==> src/rtl/e_md_issue_pkg.sv <==
// e_md_issue_pkg: MD class encodings and class helpers shared by the MDU issue path
package e_md_issue_pkg;
    localparam logic [3:0] MD_NONE  = 4'd0;
    localparam logic [3:0] MD_MULT  = 4'd1;
    localparam logic [3:0] MD_MULTU = 4'd2;
    localparam logic [3:0] MD_DIV   = 4'd3;
    localparam logic [3:0] MD_DIVU  = 4'd4;
    localparam logic [3:0] MD_MFHI  = 4'd5;
    localparam logic [3:0] MD_MFLO  = 4'd6;
    localparam logic [3:0] MD_MTHI  = 4'd7;
    localparam logic [3:0] MD_MTLO  = 4'd8;

    function automatic logic md_is_mul(input logic [3:0] t);
        return t == MD_MULT || t == MD_MULTU;
    endfunction

    function automatic logic md_is_div(input logic [3:0] t);
        return t == MD_DIV || t == MD_DIVU;
    endfunction
endpackage

==> src/rtl/e_md_issue_sat_counter32.sv <==
// sat_counter32: 32-bit event counter that sticks at all-ones
module sat_counter32 (
    input  logic        clk,
    input  logic        rst,
    input  logic        en,
    output logic [31:0] cnt
);
    logic [31:0] cnt_q, cnt_d;

    always_comb cnt_d = (en && !(&cnt_q)) ? cnt_q + 32'd1 : cnt_q;

    always_ff @(posedge clk)
        if (rst) cnt_q <= '0;
        else     cnt_q <= cnt_d;

    assign cnt = cnt_q;
endmodule

==> src/rtl/e_md_issue.sv <==
// e_md_issue: E-stage MDU issue control with occupancy mirror, hazard stall and counters
module e_md_issue
    import e_md_issue_pkg::*;
#(
    parameter int MULT_LAT = 5,
    parameter int DIV_LAT  = 10
) (
    input  logic        Clk,
    input  logic        Reset,
    input  logic        Req,
    input  logic        E_Valid,
    input  logic [3:0]  E_MDType,
    input  logic [3:0]  D_MDType,
    input  logic        MDU_Busy,
    output logic [3:0]  MDType,
    output logic [31:0] CalTime,
    output logic        Stall,
    output logic        ErrMismatch,
    output logic [31:0] IssueCnt,
    output logic [31:0] StallCnt
);
    logic [31:0] cnt_q, cnt_d;
    logic        err_q, err_d;
    logic        startable, busy, issue;

    always_comb begin
        MDType    = E_Valid ? E_MDType : MD_NONE;
        startable = md_is_mul(MDType) || md_is_div(MDType);
        CalTime   = md_is_mul(MDType) ? 32'(MULT_LAT) : md_is_div(MDType) ? 32'(DIV_LAT) : 32'd0;
        busy      = cnt_q != 32'd0;
        issue     = startable && !busy && !Req;
        Stall     = (D_MDType != MD_NONE) && ((startable && !Req) || busy);
        cnt_d     = issue ? CalTime : busy ? cnt_q - 32'd1 : cnt_q;
        err_d     = err_q || (busy != MDU_Busy);
    end

    always_ff @(posedge Clk)
        if (Reset) begin
            cnt_q <= '0;
            err_q <= 1'b0;
        end else begin
            cnt_q <= cnt_d;
            err_q <= err_d;
        end

    assign ErrMismatch = err_q;

    sat_counter32 u_issue_cnt (.clk(Clk), .rst(Reset), .en(issue), .cnt(IssueCnt));
    sat_counter32 u_stall_cnt (.clk(Clk), .rst(Reset), .en(Stall), .cnt(StallCnt));
endmodule

==> config.mk <==
export PLATFORM = sky130hd
export DESIGN_NAME = e_md_issue
export DESIGN_NICKNAME = d
export VERILOG_FILES = /design/src/rtl/e_md_issue_pkg.sv /design/src/rtl/e_md_issue_sat_counter32.sv /design/src/rtl/e_md_issue.sv
export SDC_FILE = /design/constraint.sdc
export NUM_CORES = 1
export LEC_CHECK = 0
export ABC_AREA = 1
export CAP_MARGIN = 20
export CORE_MARGIN = 2
export CORE_UTILIZATION = 31
export CTS_CLUSTER_SIZE = 8
export DETAILED_ROUTE_END_ITERATION = 16
export PLACE_DENSITY = 0.52
export RECOVER_POWER = 100
export SYNTH_ARGS = -nofsm -noshare
export SYNTH_HDL_FRONTEND = slang
export SYNTH_HIERARCHICAL = 1
export SYNTH_SLANG_ARGS = --single-unit
==> constraint.sdc <==
create_clock -name Clk -period 2.9 [get_ports Clk]
set_input_delay 0.435 -clock Clk [delete_from_list [all_inputs] [get_ports Clk]]
set_output_delay 0.435 -clock Clk [all_outputs]
set_load 0.02 [all_outputs]
==> results.txt, run 1 <==
FF+latch area - 1940 sq um
Detailed Route WL - 18600 um
I/O pins - 115
Final ANT Viol Nets - 0
Hold Vio Cnt, Final - 0
Final setup vio count - 0
Fin nets - 1136
Layout cell share with drive strength beyond 1 - 0.0721
Starting Density - 0.313
Syn_area_per_cell - 6.30 sq um
Worst path bufs/invs - 4
Setup ws final - 0.285 ns
Row count - 53
P&R area growth vs syn - 19.8%
Synthesized instance count - 1033
Vias - 6655
R2r worst-path depth - 11
Logic gate share of total power - 0.368
Reg power frac - 0.340
Fin util - 0.375
Achievable frequency - 0.382 GHz
Vias/cell - 4.76
Port Buffers - 86
GRT Total Usage - 0.170
Worst path required time - 2.47 ns
Maxcap violations - 0
Die Wd - 149 um
# DRC - 0
Max incr delay on CP - 0.69 ns
CP delay by family, top - buffers and inverters
Slew margin rel. - 0.331
Critical path depth in cells - 8
Max Root-Sink Buffers - 2
WP data arrival - 2.18 ns
HP Start - cnt_q[5]
Mapped cell area - 6510 sq um
Worst reg2reg path endpoint - u_issue_cnt/cnt[29]
Vias in the first global route - 5998
Final Cell Area - 7800 sq um
CP Launch Point - E_Valid
CP dominant cell by count - nand2_1
Initial DRC count - 424
WL/cell - 13.3 um
Diodes inserted - 0
Worst slew pin tran - 1.00 ns
Fin. max-slew vios - 0
Remaining global-route overflow - 0
Min-Delay Path Class - reg2reg
Register area share after synthesis - 0.298
Clock Root Buffer - clkbuf_16
Power per cell area - 589 nW/um^2
Initial antenna violation count - 0
R2R Path Start - cnt_q[12]
CP max stage cell - dlygate4sd3_1
H-tree Lvls - 3
Core Region - 20800 sq um
DIE AREA - 22200 sq um
R2R Setup Slk - 0.36 ns
Multi-input gate area - 3930 sq um
Post-route minimum period - 2.61 ns
Post-route setup TNS - 0 ns
Fill cells - 2281
HPWL after DPL - 14000 um
Pint - 2.78 mW
Placed cell area - 7540 sq um
Clock-pin transition on the worst setup and hold timing paths - 0.07 ns
First drt pass iteration count - 5
Hold_ws - 0.514 ns
Crit share post-route - 0.902
Leak - 3.41 nW
Die Y - 149 um
Worst VDD drop - 0.324 mV
CP Max Fanout - 7
Switch share - 0.394
Critical path class - in2out
RSZ-0062 raised after global routing - false
Insertion delay to the later sink of the worst-skew pair - 0.36 ns
Setup crit start kind - primary input
Dpl cells - 1383
#FFs+latches synth - 97
Clock tree from TritonCTS - built
Commonest non-fill, non-tap cell in the layout - nor2_1
Largest net degree at the start of global routing - 32
Crit end category - output pin
Layout Skew - 0.0100 ns
Clock sink count - 97
Most frequent cells in the layout - nor2_1, nand2_1, dfxtp_1, nand3_1, inv_1
Setup bufs post-CTS - 0
Fin cells - 1399
Total power - 4.59 mW
Placer congestion estimate - 0.845
CTS Buf Count - 9
Clock power frac - 0.292
Post-synth cell types - 35
Worst setup endpoint - CalTime[3]
Status - finished, final reports clean
First-pass GRT wire length - 30500 um
Yosys warning count - 6
Sw Pwr - 1.81 mW
Post-Place Setup Slack - -0.0148 ns
CP cell instances - clkdlybuf4s50_1 -> nand2_1 -> nand2_1 -> nand2_1 -> inv_1 -> nand2_2 -> inv_1 -> dlygate4sd3_1
[state kept, by name, indices dropped and copies added, names as in the netlist]
name,flops
u_stall_cnt/cnt,32
ErrMismatch,1
u_issue_cnt/cnt,32
cnt_q,32
[layout make-up]
| class | count | area share |
|---|---|---|
| well taps | 275 | 0.0441 |
| multi-input cells | 826 | 0.503 |
| clock inverters | 7 | 0.0120 |
| flip-flops and latches | 97 | 0.249 |
| clock buffers | 9 | 0.0289 |
| repair buffers | 103 | 0.124 |
| inverters | 82 | 0.0394 |
[cell families after synthesis]
kind of cell,synth area share
flip-flops,0.298
AO/OA/AOI/OAI,0.0576
XOR/XNOR,0.0188
buffers and inverters,0.111
AND/OR/NAND/NOR,0.506
adder cells (fa/ha/maj),0.00769
other,0.000576
[worst min-delay path: stages (launching register included)]
cell,delay [ns]
dfxtp_1,0.34
nand2_1,0.07
a21oi_1,0.06
[power groups by stage]
stage	registers (mW)	logic [mW]	clock network (mW)
finish	1.56	1.69	1.34
global placement	1.59	1.72	0
global route	1.58	1.94	1.43
CTS	1.56	1.73	1.38
detailed placement	1.59	1.73	0
floorplan	1.58	1.36	0
[metal layers]
metal / global-route usage / share of wire / up-vias
met5: 0 / 0 / -
met4: 0.0343 / 0.011 / 0
met3: 0.0394 / 0.057 / 17
met2: 0.273 / 0.45 / 179
met1: 0.235 / 0.48 / 2995
li1: - / - / 3464
[synthesized netlist by cell type, drive strengths merged]
| cell type | instances | share of area |
|---|---|---|
| dfxtp | 97 | 0.30 |
| and2 | 1 | 0.00096 |
| nor4 | 1 | 0.00096 |
| nor2 | 270 | 0.18 |
| nand4 | 51 | 0.049 |
| nand2 | 253 | 0.16 |
| a21o | 2 | 0.0025 |
| a31oi | 6 | 0.0058 |
| o21ai | 8 | 0.0067 |
| inv | 82 | 0.047 |
| and3 | 2 | 0.0019 |
| o21bai | 3 | 0.0035 |
| xor2 | 8 | 0.011 |
| nand3b | 15 | 0.021 |
| conb | 1 | 0.00058 |
| nor3 | 16 | 0.012 |
| clkbuf | 9 | 0.0052 |
| ha | 4 | 0.0077 |
| a21oi | 51 | 0.039 |
| xnor2 | 6 | 0.0081 |
| buf | 46 | 0.058 |
| nand3 | 100 | 0.083 |
| or2 | 1 | 0.00096 |
[worst min path at each step]
stage                          end  slack (ns)  cells after the start
after floorplan           cnt_q[7]        0.47                      2
after global placement    cnt_q[5]        0.50                      2
after detailed placement  cnt_q[5]        0.50                      2
after CTS                 cnt_q[5]        0.51                      2
after global routing      cnt_q[4]        0.53                      2
final                     cnt_q[5]        0.51                      2
[what timing repair did]
item                       4_1_cts  5_1_grt
hold buffers                     0        0
setup endpoints to repair        1        0
resized for setup                1        0
(Power assumes the default switching activity.)
==> inputs of run 2 (changes only) <==
--- a/config.mk
+++ b/config.mk
@@ -8,10 +8,10 @@
 export ABC_AREA = 1
 export CAP_MARGIN = 20
 export CORE_MARGIN = 2
-export CORE_UTILIZATION = 31
+export CORE_UTILIZATION = 40
 export CTS_CLUSTER_SIZE = 8
 export DETAILED_ROUTE_END_ITERATION = 16
-export PLACE_DENSITY = 0.52
+export PLACE_DENSITY = 0.63
 export RECOVER_POWER = 100
 export SYNTH_ARGS = -nofsm -noshare
 export SYNTH_HDL_FRONTEND = slang
==> run 2 against run 1 <==
  * Count of clock-buffer cells in the layout rose by 1
  * Critical path type unchanged
  * Total power rose by 1.7%
  * Die area fell by 22%
  * Largest cell class unchanged
  * Highest routed layer unchanged
  * Worst hold slack got worse by 0.0056 ns
  * Largest power group unchanged
==> results.txt, run 2 (synthesis gave the netlist of run 1 again) <==
Status - finished, final reports clean
Post-route minimum period - 2.72 ns (+0.104 ns)
Achievable frequency - 0.368 GHz (-3.8%)
Clock-pin transition on the worst setup and hold timing paths - 0.07 ns (about the same)
Final ANT Viol Nets - 0 (unchanged)
Reg power frac - 0.334 (-0.006)
Insertion delay to the later sink of the worst-skew pair - 0.36 ns (about the same)
Fin. max-slew vios - 0 (unchanged)
GRT Total Usage - 0.206 (+0.0357)
Fin nets - 1137 (+0.088%)
Port Buffers - 86 (unchanged)
Final setup vio count - 0 (unchanged)
Die Y - 132 um (-12%)
Most frequent cells in the layout - nor2_1, nand2_1, dfxtp_1, nand3_1, inv_1
DIE AREA - 17300 sq um (-22%)
Max Root-Sink Buffers - 2 (unchanged)
Fill cells - 1660 (-27%)
Max incr delay on CP - 0.73 ns (+0.04 ns)
Maxcap violations - 0 (unchanged)
First drt pass iteration count - 6 (+1)
Setup bufs post-CTS - 0 (unchanged)
Layout cell share with drive strength beyond 1 - 0.0702 (-0.00184)
Vias/cell - 5.03 (+5.6%)
WL/cell - 13.3 um (+0.25%)
# DRC - 0 (unchanged)
WP data arrival - 2.28 ns (+0.10 ns)
Switch share - 0.382 (-0.0115)
Clock Root Buffer - clkbuf_16
Remaining global-route overflow - 0 (unchanged)
FF+latch area - 1940 sq um (unchanged)
CP Max Fanout - 7 (unchanged)
CTS Buf Count - 9 (unchanged)
Die Wd - 132 um (-12%)
Clock power frac - 0.302 (+0.010)
Initial DRC count - 479 (+13%)
Worst VDD drop - 0.473 mV (+46%)
Vias in the first global route - 5934 (-1.1%)
Post-route setup TNS - 0 ns (unchanged)
First-pass GRT wire length - 29800 um (-2.3%)
Starting Density - 0.410 (+0.0972)
Leak - 3.43 nW (+0.61%)
Setup crit start kind - primary input
Core Region - 15900 sq um (-24%)
Worst slew pin tran - 1.06 ns (+0.0526 ns)
P&R area growth vs syn - 19.0%
Worst path required time - 2.47 ns (about the same)
Crit share post-route - 0.938 (+0.0360)
Power per cell area - 603 nW/um^2 (+2.4%)
Multi-input gate area - 3920 sq um (-0.13%)
Cts hold-fix bufs - 0 (unchanged)
Detailed Route WL - 17900 um (-3.9%)
Row count - 46 (-13%)
Critical path class - in2out
Initial antenna violation count - 0 (unchanged)
Min-Delay Path Class - reg2reg
H-tree Lvls - 3 (unchanged)
Sw Pwr - 1.79 mW (-1.3%)
Clock sink count - 97 (unchanged)
Diodes inserted - 0 (unchanged)
Largest net degree at the start of global routing - 33 (+3.1%)
CP dominant cell by count - nand2_1
CP max stage cell - dlygate4sd3_1
Dpl cells - 1325 (-4.2%)
Total power - 4.67 mW (+1.7%)
Pint - 2.88 mW (+3.6%)
Layout Skew - 0.00846 ns (-0.00158 ns)
Logic gate share of total power - 0.365 (-0.003)
Clock tree from TritonCTS - built
Commonest non-fill, non-tap cell in the layout - nor2_1
Crit end category - output pin
Hold Vio Cnt, Final - 0 (unchanged)
RSZ-0062 raised after global routing - false
Vias - 6739 (+1.3%)
HPWL after DPL - 13300 um (-5.2%)
CP cell instances - clkdlybuf4s50_1 -> nand2_1 -> nand2_1 -> nand2_1 -> inv_1 -> nand2_2 -> inv_1 -> dlygate4sd3_1
Placer congestion estimate - 0.913 (+8.1%)
Fin cells - 1341 (-4.1%)
I/O pins - 115 (unchanged)
Slew margin rel. - 0.295 (-0.0360)
## run 2: cell types whose count changed in the layout (fill, tap and decap cells not counted), moves of 2 or more
cell and change:
buf_4 -2, clkbuf_1 +2, clkinvlp_4 -2, nand3_1 -3, nand3_2 +3, nor2_1 +3, nor2_2 -2
## run 2: per-layer routing
metal	track usage	up-vias	wire length [um]
met5	0	-	0
met4	0.0658	0	288
met3	0.0297	19	963
met2	0.332	201	8040
met1	0.284	3056	8580
li1	-	3463	-
## run 2: repair_timing
| item | CTS | global route |
|---|---|---|
| endpoints found under the setup margin | 1 | 0 |
| endpoints found under the hold margin | 0 | 0 |
| resized for setup | 1 | 0 |
## run 2: through the flow
stage / util / area, sq um / setup WS (ns) / hold WS [ns]
after floorplan: - / 6610 / 0.273 / 0.475
after global placement: 0.470 / 7470 / -0.0139 / 0.497
after detailed placement: 0.470 / 7470 / -0.0649 / 0.499
after CTS: 0.492 / 7810 / 0.208 / 0.510
after global routing: 0.488 / 7750 / 0.0454 / 0.532
final: 0.488 / 7750 / 0.181 / 0.508
## run 2: cell type report
type                       count  share of cell area
tap                          216              0.0349
clock inverter                 6              0.0145
sequential                    97               0.251
timing repair buffer         104               0.125
clock buffer                  10              0.0296
inverter                      82              0.0397
multi-input combinational    826               0.506
## run 2: critical path, delay by kind of cell
kind          cells  cell delay [ns]
buf+inv           4             1.51
simple gates      4             0.34
## run 2: final timing paths
check,startpoint,end,slack (ns),cells past startpoint
min reg2reg,cnt_q[4],cnt_q[4],0.51,2
max reg2reg,cnt_q[12],u_issue_cnt/cnt[17],0.26,11
max,E_Valid,CalTime[3],0.18,8
min,cnt_q[4],cnt_q[4],0.51,2
## run 2: power by group through the flow
stage	Combinational [mW]	Sequential [mW]	Clock [mW]
floorplan	1.36	1.58	0
global placement	1.70	1.59	0
detailed placement	1.72	1.59	0
CTS	1.73	1.56	1.45
global route	1.92	1.58	1.49
finish	1.70	1.56	1.41
